`src/rtl/mux4_rr_if.sv`:
```
// Bundle of the four source channels and the merged output stream of mux4_rr.
// The master side drives source data/valid and output ready; the slave side is the merge stage.
interface mux4_rr_if #(
    parameter int unsigned WIDTH = 8
);
    logic [WIDTH-1:0] in0;
    logic [WIDTH-1:0] in1;
    logic [WIDTH-1:0] in2;
    logic [WIDTH-1:0] in3;
    logic [3:0]       vld;
    logic [3:0]       rdy;
    logic [WIDTH-1:0] out;
    logic             out_vld;
    logic             out_rdy;
    logic [1:0]       sel;

    modport master (
        output in0, in1, in2, in3, vld, out_rdy,
        input  rdy, out, out_vld, sel
    );

    modport slave (
        input  in0, in1, in2, in3, vld, out_rdy,
        output rdy, out, out_vld, sel
    );
endinterface

```
`src/rtl/mux4_rr.sv`:
```
// Round-robin 4-to-1 merge stage: one registered output word tagged with its source index,
// refilled in the same cycle it drains so contention gives one word per clock.
module mux4_rr #(
    parameter int unsigned WIDTH = 8
) (
    input  logic      clk,
    input  logic      rst_n,
    mux4_rr_if.slave  bus
);
    typedef enum logic {EMPTY, FULL} state_t;

    state_t           state_q;
    logic [WIDTH-1:0] data_q;
    logic [1:0]       sel_q;
    logic [1:0]       ptr_q;

    logic [1:0]       win;
    logic             found;
    logic             grant;
    logic [WIDTH-1:0] win_data;

    // First requester at or after the pointer, wrapping mod 4.
    always_comb begin
        found = 1'b0;
        win   = ptr_q;
        for (int k = 0; k < 4; k++) begin
            if (!found && bus.vld[2'(ptr_q + 2'(k))]) begin
                found = 1'b1;
                win   = 2'(ptr_q + 2'(k));
            end
        end
    end

    // The output register can take a word when empty or when it drains at this edge.
    assign grant   = found & ((state_q == EMPTY) | bus.out_rdy) & rst_n;
    assign bus.rdy = grant ? 4'(4'b0001 << win) : 4'b0000;

    always_comb begin
        win_data = bus.in0;
        case (win)
            2'd0:    win_data = bus.in0;
            2'd1:    win_data = bus.in1;
            2'd2:    win_data = bus.in2;
            default: win_data = bus.in3;
        endcase
    end

    always_ff @(posedge clk or negedge rst_n) begin
        if (!rst_n) begin
            state_q <= EMPTY;
            data_q  <= '0;
            sel_q   <= 2'd0;
            ptr_q   <= 2'd0;
        end else begin
            case (state_q)
                EMPTY: begin
                    if (grant) begin
                        state_q <= FULL;
                        data_q  <= win_data;
                        sel_q   <= win;
                        ptr_q   <= 2'(win + 2'd1);
                    end
                end
                FULL: begin
                    if (grant) begin
                        data_q  <= win_data;
                        sel_q   <= win;
                        ptr_q   <= 2'(win + 2'd1);
                    end else if (bus.out_rdy) begin
                        state_q <= EMPTY;
                    end
                end
                default: state_q <= EMPTY;
            endcase
        end
    end

    assign bus.out     = data_q;
    assign bus.sel     = sel_q;
    assign bus.out_vld = (state_q == FULL);
endmodule

```
`src/flat_wrapper.sv`:
```
// flat-port wrapper written by rule: the top's interface ports become plain ports
module mux4_rr_flat 
#(
    parameter int unsigned WIDTH = 8
)
  (clk, rst_n, bus_in0, bus_in1, bus_in2, bus_in3, bus_vld, bus_out_rdy, bus_rdy, bus_out, bus_out_vld, bus_sel);
  mux4_rr_if #(.WIDTH(WIDTH)) bus_i ();
  input  logic clk;
  input  logic rst_n;
  input wire logic [$bits(bus_i.in0)-1:0] bus_in0;
  input wire logic [$bits(bus_i.in1)-1:0] bus_in1;
  input wire logic [$bits(bus_i.in2)-1:0] bus_in2;
  input wire logic [$bits(bus_i.in3)-1:0] bus_in3;
  input wire logic [$bits(bus_i.vld)-1:0] bus_vld;
  input wire logic [$bits(bus_i.out_rdy)-1:0] bus_out_rdy;
  output wire logic [$bits(bus_i.rdy)-1:0] bus_rdy;
  output wire logic [$bits(bus_i.out)-1:0] bus_out;
  output wire logic [$bits(bus_i.out_vld)-1:0] bus_out_vld;
  output wire logic [$bits(bus_i.sel)-1:0] bus_sel;
  assign bus_i.in0 = bus_in0;
  assign bus_i.in1 = bus_in1;
  assign bus_i.in2 = bus_in2;
  assign bus_i.in3 = bus_in3;
  assign bus_i.vld = bus_vld;
  assign bus_i.out_rdy = bus_out_rdy;
  assign bus_rdy = bus_i.rdy;
  assign bus_out = bus_i.out;
  assign bus_out_vld = bus_i.out_vld;
  assign bus_sel = bus_i.sel;
  mux4_rr #(.WIDTH(WIDTH)) u_core (.clk(clk), .rst_n(rst_n), .bus(bus_i));
endmodule
```
`config.mk`:
```
export PLATFORM = sky130hd
export DESIGN_NAME = mux4_rr_flat
export DESIGN_NICKNAME = d
export VERILOG_FILES = /design/src/rtl/mux4_rr_if.sv /design/src/rtl/mux4_rr.sv /design/src/flat_wrapper.sv
export SDC_FILE = /design/constraint.sdc
export NUM_CORES = 1
export LEC_CHECK = 0
export CORE_MARGIN = 1
export CORE_UTILIZATION = 42
export CTS_BUF_LIST = sky130_fd_sc_hd__clkbuf_4 sky130_fd_sc_hd__clkbuf_8
export DETAILED_ROUTE_END_ITERATION = 8
export PLACE_DENSITY = 0.95
export SLEW_MARGIN = 20
export SYNTH_ARGS = -nofsm -noshare
export SYNTH_HDL_FRONTEND = slang
export SYNTH_SLANG_ARGS = --single-unit
export TNS_END_PERCENT = 30
```
`constraint.sdc`:
```
create_clock -name clk -period 5 [get_ports clk]
set_input_delay 1 -clock clk [delete_from_list [all_inputs] [get_ports clk]]
set_output_delay 1 -clock clk [all_outputs]
set_load 0.01 [all_outputs]
```
==> summary.txt <==
Run status - finished clean
Die width - 49.1 um
Initial detailed-routing violation count - 31
TritonCTS clock tree - built
Final Net Count - 189
Finished Core Util - 75.1%
Largest vdd supply drop - 0.000298 V
Synth Area in Simple Gates - 12.1%
Xor/xnor cell area share of the yosys netlist - 0%
Gr usage total - 25.0%
CP max stage cell - clkdlybuf4s50_1
Distinct cells, synth - 30
Endpoints failing hold - 0
Vias in the first global route - 997
Bufs on Longest Clock Path - 2
Worst skew pair latency - 0.28 ns
Post-DRT Antenna Nets - 0
Clock transition at path regs - 0.08 ns
Reg-to-Reg Start - u_core.ptr_q[1]
Port buffer count - 53
Syn nets - 134
Syn_area_per_cell - 10.3 um^2
Die H - 49.1 um
Hold depth - 1
Num CTS Buffers - 3
Placement Rows - 16
Post-CTS sizing - 0
Io pins - 54
Yosys synthesis warning count - 0
Combinational family with the most area after synthesis - compound AO/OA/AOI/OAI gates
# diodes - 0
Min-Delay Endpoint - u_core.bus.out[4]
Hpwl dp - 1970 um
CP Cell Sequence - clkdlybuf4s50_1 -> nor2b_1 -> a221oi_1 -> and2_1 -> ha_1 -> and3_1 -> clkdlybuf4s50_1
Post-layout min period - 4.75 ns
Initial Utilization - 46.0%
Hold-fix buffers, CTS - 0
Crit-path max FO - 9
Crit-path max cell delay - 0.65 ns
Synthesized area - 931 um^2
Filler cells - 139
Hold WC Path Type - flop to flop
Clk sink count - 13
Total iterations of the first detailed-routing run - 4
Min-delay src - u_core.bus.out[4]
Power Dens Cells - 402 nW/um^2
Final Worst Setup Slack - 0.253 ns
RSZ-0062 raised after global routing - false
Tightest Pin Transition - 0.549 ns
Die Area - 2410 um^2
Initial antenna violation count - 0
Gr ovfl total - 0
Crit path DAT - 3.75 ns
Max cap viols - 0
Critical Path Sink Type - primary output
Routed WL - 2680 um
Synth Area in Compound Gates - 22.7%
Final Slew Violations - 0
Layout cells sized above 1 - 12.5%
GPL Wtd Cong - 0.749
Worst EP required - 4.00 ns
Area Growth Syn to Fin - 63.0%
Sequential-to-total area share from yosys stat - 34.9%
DRC - 0
Mux cell area share after synthesis - 18.3%
Min Hold Slack - 0.526 ns
Slew HR - 63.4%
Post-synthesis adder-cell area fraction - 6.72%
Post-DR vias/cell - 5.63
Setup-failing EPs final - 0
Clock Skew - 0.00392 ns
Max Fclk - 211 MHz
Final Cycle Share - 94.9%
Routed WL per cell - 15.7 um
Synthesis-stage register bit count - 13
H-tree level count - 1
Cells after Synth - 90
Vias - 962
Root buffer selected by CTS - clkbuf_4
Crit-path most repeated cell - clkdlybuf4s50_1
Post-CTS setup buffer count - 0
Worst Setup Path Type - input pin to primary output
End of the worst register-to-register path - u_core.bus.out[3]
Crit start category - input pin
FF-to-FF path depth - 7
Leakage - 0.644 nW
DP Worst Slack - 0.308 ns
Core area - 2020 um^2
Reg2Reg Setup Slack - 2.57 ns
Pin count of the biggest net entering global routing - 16
Global-route wire length before repair - 4450 um
TNS Setup - 0 ns
-- area by class of cell --
type | instances | area [um^2] | area share (%)
sequential | 13 | 325 | 21.4
multi-input combinational | 64 | 557 | 36.7
inverter | 9 | 33.8 | 2.23
clock buffer | 4 | 30.0 | 1.98
timing repair buffer | 54 | 538 | 35.4
tap | 27 | 33.8 | 2.23
-- cells in the mapped netlist --
| cell | count | share of area, % |
|---|---|---|
| o41ai_4 | 1 | 3.0 |
| a222oi_1 | 8 | 8.6 |
| o22ai_1 | 1 | 0.67 |
| nand2_1 | 4 | 1.6 |
| inv_1 | 9 | 3.6 |
| buf_1 | 1 | 0.40 |
| nor2_2 | 1 | 0.67 |
| a21oi_1 | 1 | 0.54 |
| and2_1 | 1 | 0.67 |
| or2_2 | 1 | 0.67 |
| mux2i_1 | 8 | 8.6 |
| dfrtp_1 | 13 | 35 |
| a2111oi_2 | 1 | 1.6 |
| o31ai_1 | 1 | 0.81 |
| o21a_1 | 1 | 0.81 |
| a31o_2 | 1 | 0.94 |
| nor3_1 | 1 | 0.54 |
| nor3b_1 | 1 | 0.81 |
| and3_1 | 4 | 2.7 |
| o21ai_0 | 4 | 2.2 |
| a31oi_1 | 1 | 0.67 |
| nand2b_1 | 1 | 0.67 |
| clkbuf_1 | 3 | 1.2 |
| nor2b_1 | 5 | 3.4 |
| nor2_1 | 1 | 0.40 |
| mux2_2 | 8 | 9.7 |
| a21boi_0 | 1 | 0.81 |
| ha_1 | 5 | 6.7 |
| a221oi_1 | 1 | 0.94 |
| o41a_1 | 1 | 1.2 |
-- power by group --
part           switching [mW]  internal (mW)
logic                   0.157          0.202
registers              0.0308          0.149
clock network          0.0353         0.0364
total                   0.224          0.387
-- sequential cells by signal, summed over array words and instances (netlist names) --
signal / flops
u_core.bus.out_vld: 1
u_core.ptr_q: 2
u_core.bus.sel: 2
u_core.bus.out: 8
-- cells in the final DEF, fill, tap and decap left out --
master            n
clkdlybuf4s50_1  53
dfrtp_1          13
inv_1             9
a222oi_1          8
mux2i_1           8
mux2_2            8
nor2b_1           5
ha_1              5
o21ai_0           4
nand2_1           4
and3_1            4
clkbuf_4          4
o22ai_1           1
nor3_1            1
a221oi_1          1
and2_1            1
nor3b_1           1
a2111oi_2         1
o21a_1            1
or2_2             1
nor2_1            1
nand2b_1          1
o41a_1            1
o41ai_4           1
nor2_2            1
o31ai_1           1
a21oi_1           1
a31oi_1           1
a21boi_0          1
a31o_2            1
buf_4             1
-- worst max-delay path by stage --
stage | startpoint | slack (ns) | depth (start not counted) | end
final | bus_vld[1] | 0.25 | 7 | bus_rdy[1]
after CTS | bus_vld[1] | 0.26 | 7 | bus_rdy[1]
after floorplan | bus_vld[2] | 1.64 | 6 | bus_rdy[1]
after global routing | bus_vld[1] | 0.08 | 7 | bus_rdy[1]
after detailed placement | bus_vld[1] | 0.31 | 7 | bus_rdy[1]
after global placement | bus_vld[1] | 0.48 | 7 | bus_rdy[1]
-- layer usage --
metal / GRT usage (%) / wire, um
met1: 30.6 / 1120
met4: 14.7 / 64
met5: 0 / 0
met3: 5.92 / 222
met2: 39.7 / 1270
-- through the flow --
stage	total power [mW]	cells	instance area, um^2
after floorplan	0.370	90	931
after global placement	0.521	167	1490
after detailed placement	0.532	167	1490
after CTS	0.611	171	1520
after global routing	0.649	171	1520
final	0.611	171	1520
-- worst max-delay path, delay by kind of cell --
family / cells / cell delay (ns)
compound gates: 1 / 0.55
fa+ha+maj: 1 / 0.39
buf+inv: 2 / 1.18
simple gates: 3 / 0.62
-- cell families (layout without fill, tap and decap cells) --
logic type,after synthesis,after routing
AOI/OAI and AO/OA,23,23
and+or+nand+nor,20,20
muxes,16,16
buffers and inverters,13,67
DFF,13,13
adders and majority gates,5,5
Power figures use the tool's default switching activity.
==> RTL change 1, RTL diff (same settings) <==
Make the reset (`rst_n`) synchronous in one clocked block.
--- a/src/rtl/mux4_rr.sv
+++ b/src/rtl/mux4_rr.sv
@@ -46,5 +46,5 @@
     end
 
-    always_ff @(posedge clk or negedge rst_n) begin
+    always_ff @(posedge clk) begin
         if (!rst_n) begin
             state_q <= EMPTY;
Check against the original RTL: differs if rst_n is asserted again (counterexample within 4 cycles, from zero or initial values and one cycle with rst_n low); with rst_n held inactive, the same outputs for 10 cycles.
==> RTL change 1 against the unedited design <==
Sequential power shrank 23%; utilization grew 2.4 points; synthesized area shrank 9.0%; power shrank 36%; non-clock buffer count shrank 1; sequential cell count is the same; setup slack gained 0.46 ns; wire length grew 2.2%; design area shrank 8.0%; critical path depth is the same; largest cell class is now buffers; largest power group unchanged; highest routed layer unchanged.
==> RTL change 1: results <==
set metrics [dict create \
    outcome "finished, final reports clean" \
    synth_compound_area_share_pct 36.6 \
    grtUsageMet3_pct 10.0 \
    first_global_vias 923 \
    nNetsFinal 196 \
    r2r_cells 8 \
    wl_um 2740 \
    reg2reg_to "u_core.bus.out[1]" \
    use_met1_pct 27.8 \
    grt_pass1_wl_um 3950 \
    cp_data_arrival_time_ns 3.29 \
    place_congestion 0.755 \
    p_leak_nw 0.558 \
    synth_mux_area_share_pct 0 \
    p_sw_share_pct 33.1 \
    dp_cells 172 \
    tightest_slew_ns 0.530 \
    r2r_start "u_core.ptr_q[1]" \
    grt_max_degree 22 \
    wl_met1_um 1100 \
    dp.final_hpwl_um 2120 \
    ir_drop_mv 0.208 \
    synth_nets 146 \
    cts_buffer_depth 2 \
    yosysUniqueCellTypes 28 \
    wl_met3_um 299 \
    async_flop_share_pct 0 \
    yosys_warnings 0 \
    fillers 127 \
    grtUsageTotal_pct 26.4 \
    r2r_slack_ns 2.72 \
    ys_seq_area_share_pct 30.7 \
    critPathMaxStageDelay_ns 0.56 \
    dpl-instance-area_mm2 0.00137 \
    finalClockSkew_ns 0.000512 \
    synth_fa_ha_area_share_pct 7.39 \
    yosys_most_used_dff "dfxtp_1" \
    min_to "u_core.bus.out[6]" \
    vias 987 \
    crit_path_start "bus_vld[0]" \
    hold_path.startpoint "u_core.bus.out[6]" \
    wl_per_cell_um 15.6 \
    combPwrFrac_pct 47.2 \
    synth_cells 102 \
    worstSetupEndpoint "bus_rdy[0]" \
    whs_ns 0.481 \
    largest_register_ffs 8 \
    total_power_mw 0.394 \
    wl_met2_um 1300 \
    synth_area_leaders "dfxtp_1, a221oi_1, ha_1, a31o_1, a22oi_1" \
    final_layout_size_suffix_gt1_share_pct 4.64 \
    seq_power_mw 0.138 \
    grt_use_met2_pct 48.1 \
    ys_top_cells_by_count "dfxtp_1, a21oi_1, inv_1" \
    drtIter0Drc 22 \
]
RTL change 1: cell count changes in the layout (fill, tap and decap cells not counted), moves of 2 or more:
cell      unedited run  this run
dfrtp_1             13         0
dfxtp_1              0        13
a21oi_1              1        11
a222oi_1             8         0
a22oi_1              0         8
mux2_2               8         0
mux2i_1              8         0
a221oi_1             1         8
a31o_1               0         7
and2_1               1         4
nand3_1              0         3
and3_1               4         2
inv_1                9        11
nand2_1              4         2
RTL change 1: cell type report:
type / instances / area share [%]
Clock buffer: 4 / 2.15
Inverter: 11 / 2.96
Multi-Input combinational cell: 70 / 36.0
Sequential cell: 13 / 18.6
Tap cell: 25 / 2.24
Timing Repair Buffer: 53 / 38.0
RTL change 1: per-stage QoR:
step / worst slack [ns] / utilization [%]
final: 0.714 / 77.5
after global routing: 0.578 / 77.5
after CTS: 0.709 / 77.5
after detailed placement: 0.709 / 75.8
after global placement: 0.838 / 75.8
after floorplan: 1.89 / -
==> RTL change 2, RTL diff (same settings) <==
Made on the original files. `WIDTH` is set to 8 in 3 places; all go to 10.
--- a/src/rtl/mux4_rr_if.sv
+++ b/src/rtl/mux4_rr_if.sv
@@ -2,5 +2,5 @@
 // The master side drives source data/valid and output ready; the slave side is the merge stage.
 interface mux4_rr_if #(
-    parameter int unsigned WIDTH = 8
+    parameter int unsigned WIDTH = 10
 );
     logic [WIDTH-1:0] in0;
--- a/src/rtl/mux4_rr.sv
+++ b/src/rtl/mux4_rr.sv
@@ -2,5 +2,5 @@
 // refilled in the same cycle it drains so contention gives one word per clock.
 module mux4_rr #(
-    parameter int unsigned WIDTH = 8
+    parameter int unsigned WIDTH = 10
 ) (
     input  logic      clk,
--- a/src/flat_wrapper.sv
+++ b/src/flat_wrapper.sv
@@ -2,5 +2,5 @@
 module mux4_rr_flat 
 #(
-    parameter int unsigned WIDTH = 8
+    parameter int unsigned WIDTH = 10
 )
   (clk, rst_n, bus_in0, bus_in1, bus_in2, bus_in3, bus_vld, bus_out_rdy, bus_rdy, bus_out, bus_out_vld, bus_sel);
Interface: changed (5 resized); port bits go from 54 to 64. No check against the original RTL was run, so the function may have changed too.
==> RTL change 2 against the unedited design <==
Hold slack lost 0.0014 ns; design area grew 17%; critical path depth is the same; wire length grew 13%; sequential cell count grew 2; setup slack gained 0.011 ns; critical endpoint unchanged; count of clock-buffer cells in the layout shrank 1; power grew 20%; synthesized area grew 17%.
==> RTL change 2: results <==
set metrics [dict create \
    outcome "finished, final reports clean" \
    intPower_mw 0.463 \
    yosys_warnings 0 \
    hold_path.startpoint "u_core.bus.out[2]" \
    clkTransAtPathRegs_ns 0.10 \
    dp.final_hpwl_um 2410 \
    p_leak_nw 0.762 \
    nNetsFinal 215 \
    place_congestion 0.817 \
    fin_cells 192 \
    final_layout_size_suffix_gt1_share_pct 13.0 \
    r2r_slack_ns 2.45 \
    cpMaxStageDelayCell "clkdlybuf4s50_1" \
    grt_pass1_wl_um 4850 \
    hp-class "flip-flop to flip-flop" \
    dpl-instance-area_mm2 0.00174 \
    cts_resized 0 \
    crit_path_start "bus_vld[1]" \
    whs_ns 0.525 \
    tightest_slew_ns 0.814 \
    largest_register_ffs 10 \
    ys_top_cells_by_count "dfrtp_1, inv_1, a222oi_1, mux2i_1, mux2_4" \
    syn_area_per_cell_um2 11.0 \
    yosys_most_used_dff "dfrtp_1" \
    grtUsageTotal_pct 23.7 \
    r2r_cells 7 \
    cts_buffer_depth 2 \
    grt_max_degree 18 \
    synth_area_leaders "dfrtp_1, mux2_4, a222oi_1, mux2i_1, ha_1" \
    r2r_start "u_core.ptr_q[1]" \
    synth_nets 151 \
    wl_um 3020 \
    dr.pass1.iters 5 \
    insertion_delay_ns 0.29 \
    cts-root-buf "clkbuf_4" \
    num_antenna_cells 0 \
    drcViolationCount 0 \
    post-cts-setup-buffer-count 0 \
    ys_seq_area_share_pct 34.4 \
    ir_drop_mv 0.258 \
    place_ws_ns 0.323 \
    finalClockSkew_ns 0.00311 \
    fmax_mhz 211 \
    first_global_vias 1086 \
    critPathMaxStageDelay_ns 0.64 \
    numCtsBuffers 3 \
    min_path_cells 1 \
    cp_top_family "buffers and inverters" \
    worstPathMaxFanout 11 \
    io_buffers 63 \
    async_flop_share_pct 100 \
    yosysUniqueCellTypes 31 \
    antenna_found_initial 0 \
    drtIter0Drc 59 \
    viasPerCell 5.74 \
    h-tree-depth 1 \
]
## RTL change 2: power by group through the flow
| stage | clock [mW] | combinational (mW) | sequential (mW) |
|---|---|---|---|
| detailed placement | 0 | 0.443 | 0.211 |
| floorplan | 0 | 0.232 | 0.226 |
| finish | 0.0759 | 0.446 | 0.211 |
| global placement | 0 | 0.427 | 0.211 |
| CTS | 0.0753 | 0.446 | 0.210 |
| global route | 0.0817 | 0.476 | 0.219 |
## RTL change 2: worst paths after layout
check,end
max in group asynchronous,u_core.ptr_q[1]
setup reg to reg,u_core.bus.out[9]
setup / recovery,bus_rdy[1]
hold reg to reg,u_core.bus.out[2]
min in group asynchronous,u_core.bus.out[4]
hold / removal,u_core.bus.out[2]
## RTL change 2: routing by layer
metal,track usage (%),vias to the layer above,share of wire (%)
li1,-,506,-
met1,29.3,535,40
met2,41.6,58,51
met3,6.03,4,7.0
met4,4.39,0,1.4
met5,0,-,0
## RTL change 2: area by class of cell
| class | instances | area [um^2] |
|---|---|---|
| fill | 157 | 684 |
| multi-input combinational | 68 | 648 |
| timing repair buffer | 64 | 638 |
| sequential | 15 | 375 |
| inverter | 11 | 41.3 |
| tap | 30 | 37.5 |
| clock buffer | 3 | 22.5 |
| clock inverter | 1 | 7.51 |
## RTL change 2: kinds of logic (layout without fill, tap and decap cells)
| kind of cell | after synthesis | after routing | share of synthesized area, % |
|---|---|---|---|
| simple gates | 19 | 19 | 9.98 |
| mux | 21 | 21 | 23.3 |
| compound gates | 23 | 23 | 20.4 |
| flops | 15 | 15 | 34.4 |
| buf+inv | 16 | 79 | 6.19 |
| fa+ha+maj | 5 | 5 | 5.73 |
## RTL change 2: through the flow
stage	utilization, %	power (mW)
floorplan	-	0.457
global placement	70.9	0.637
detailed placement	70.9	0.653
CTS	72.1	0.731
global route	72.1	0.776
finish	72.1	0.733
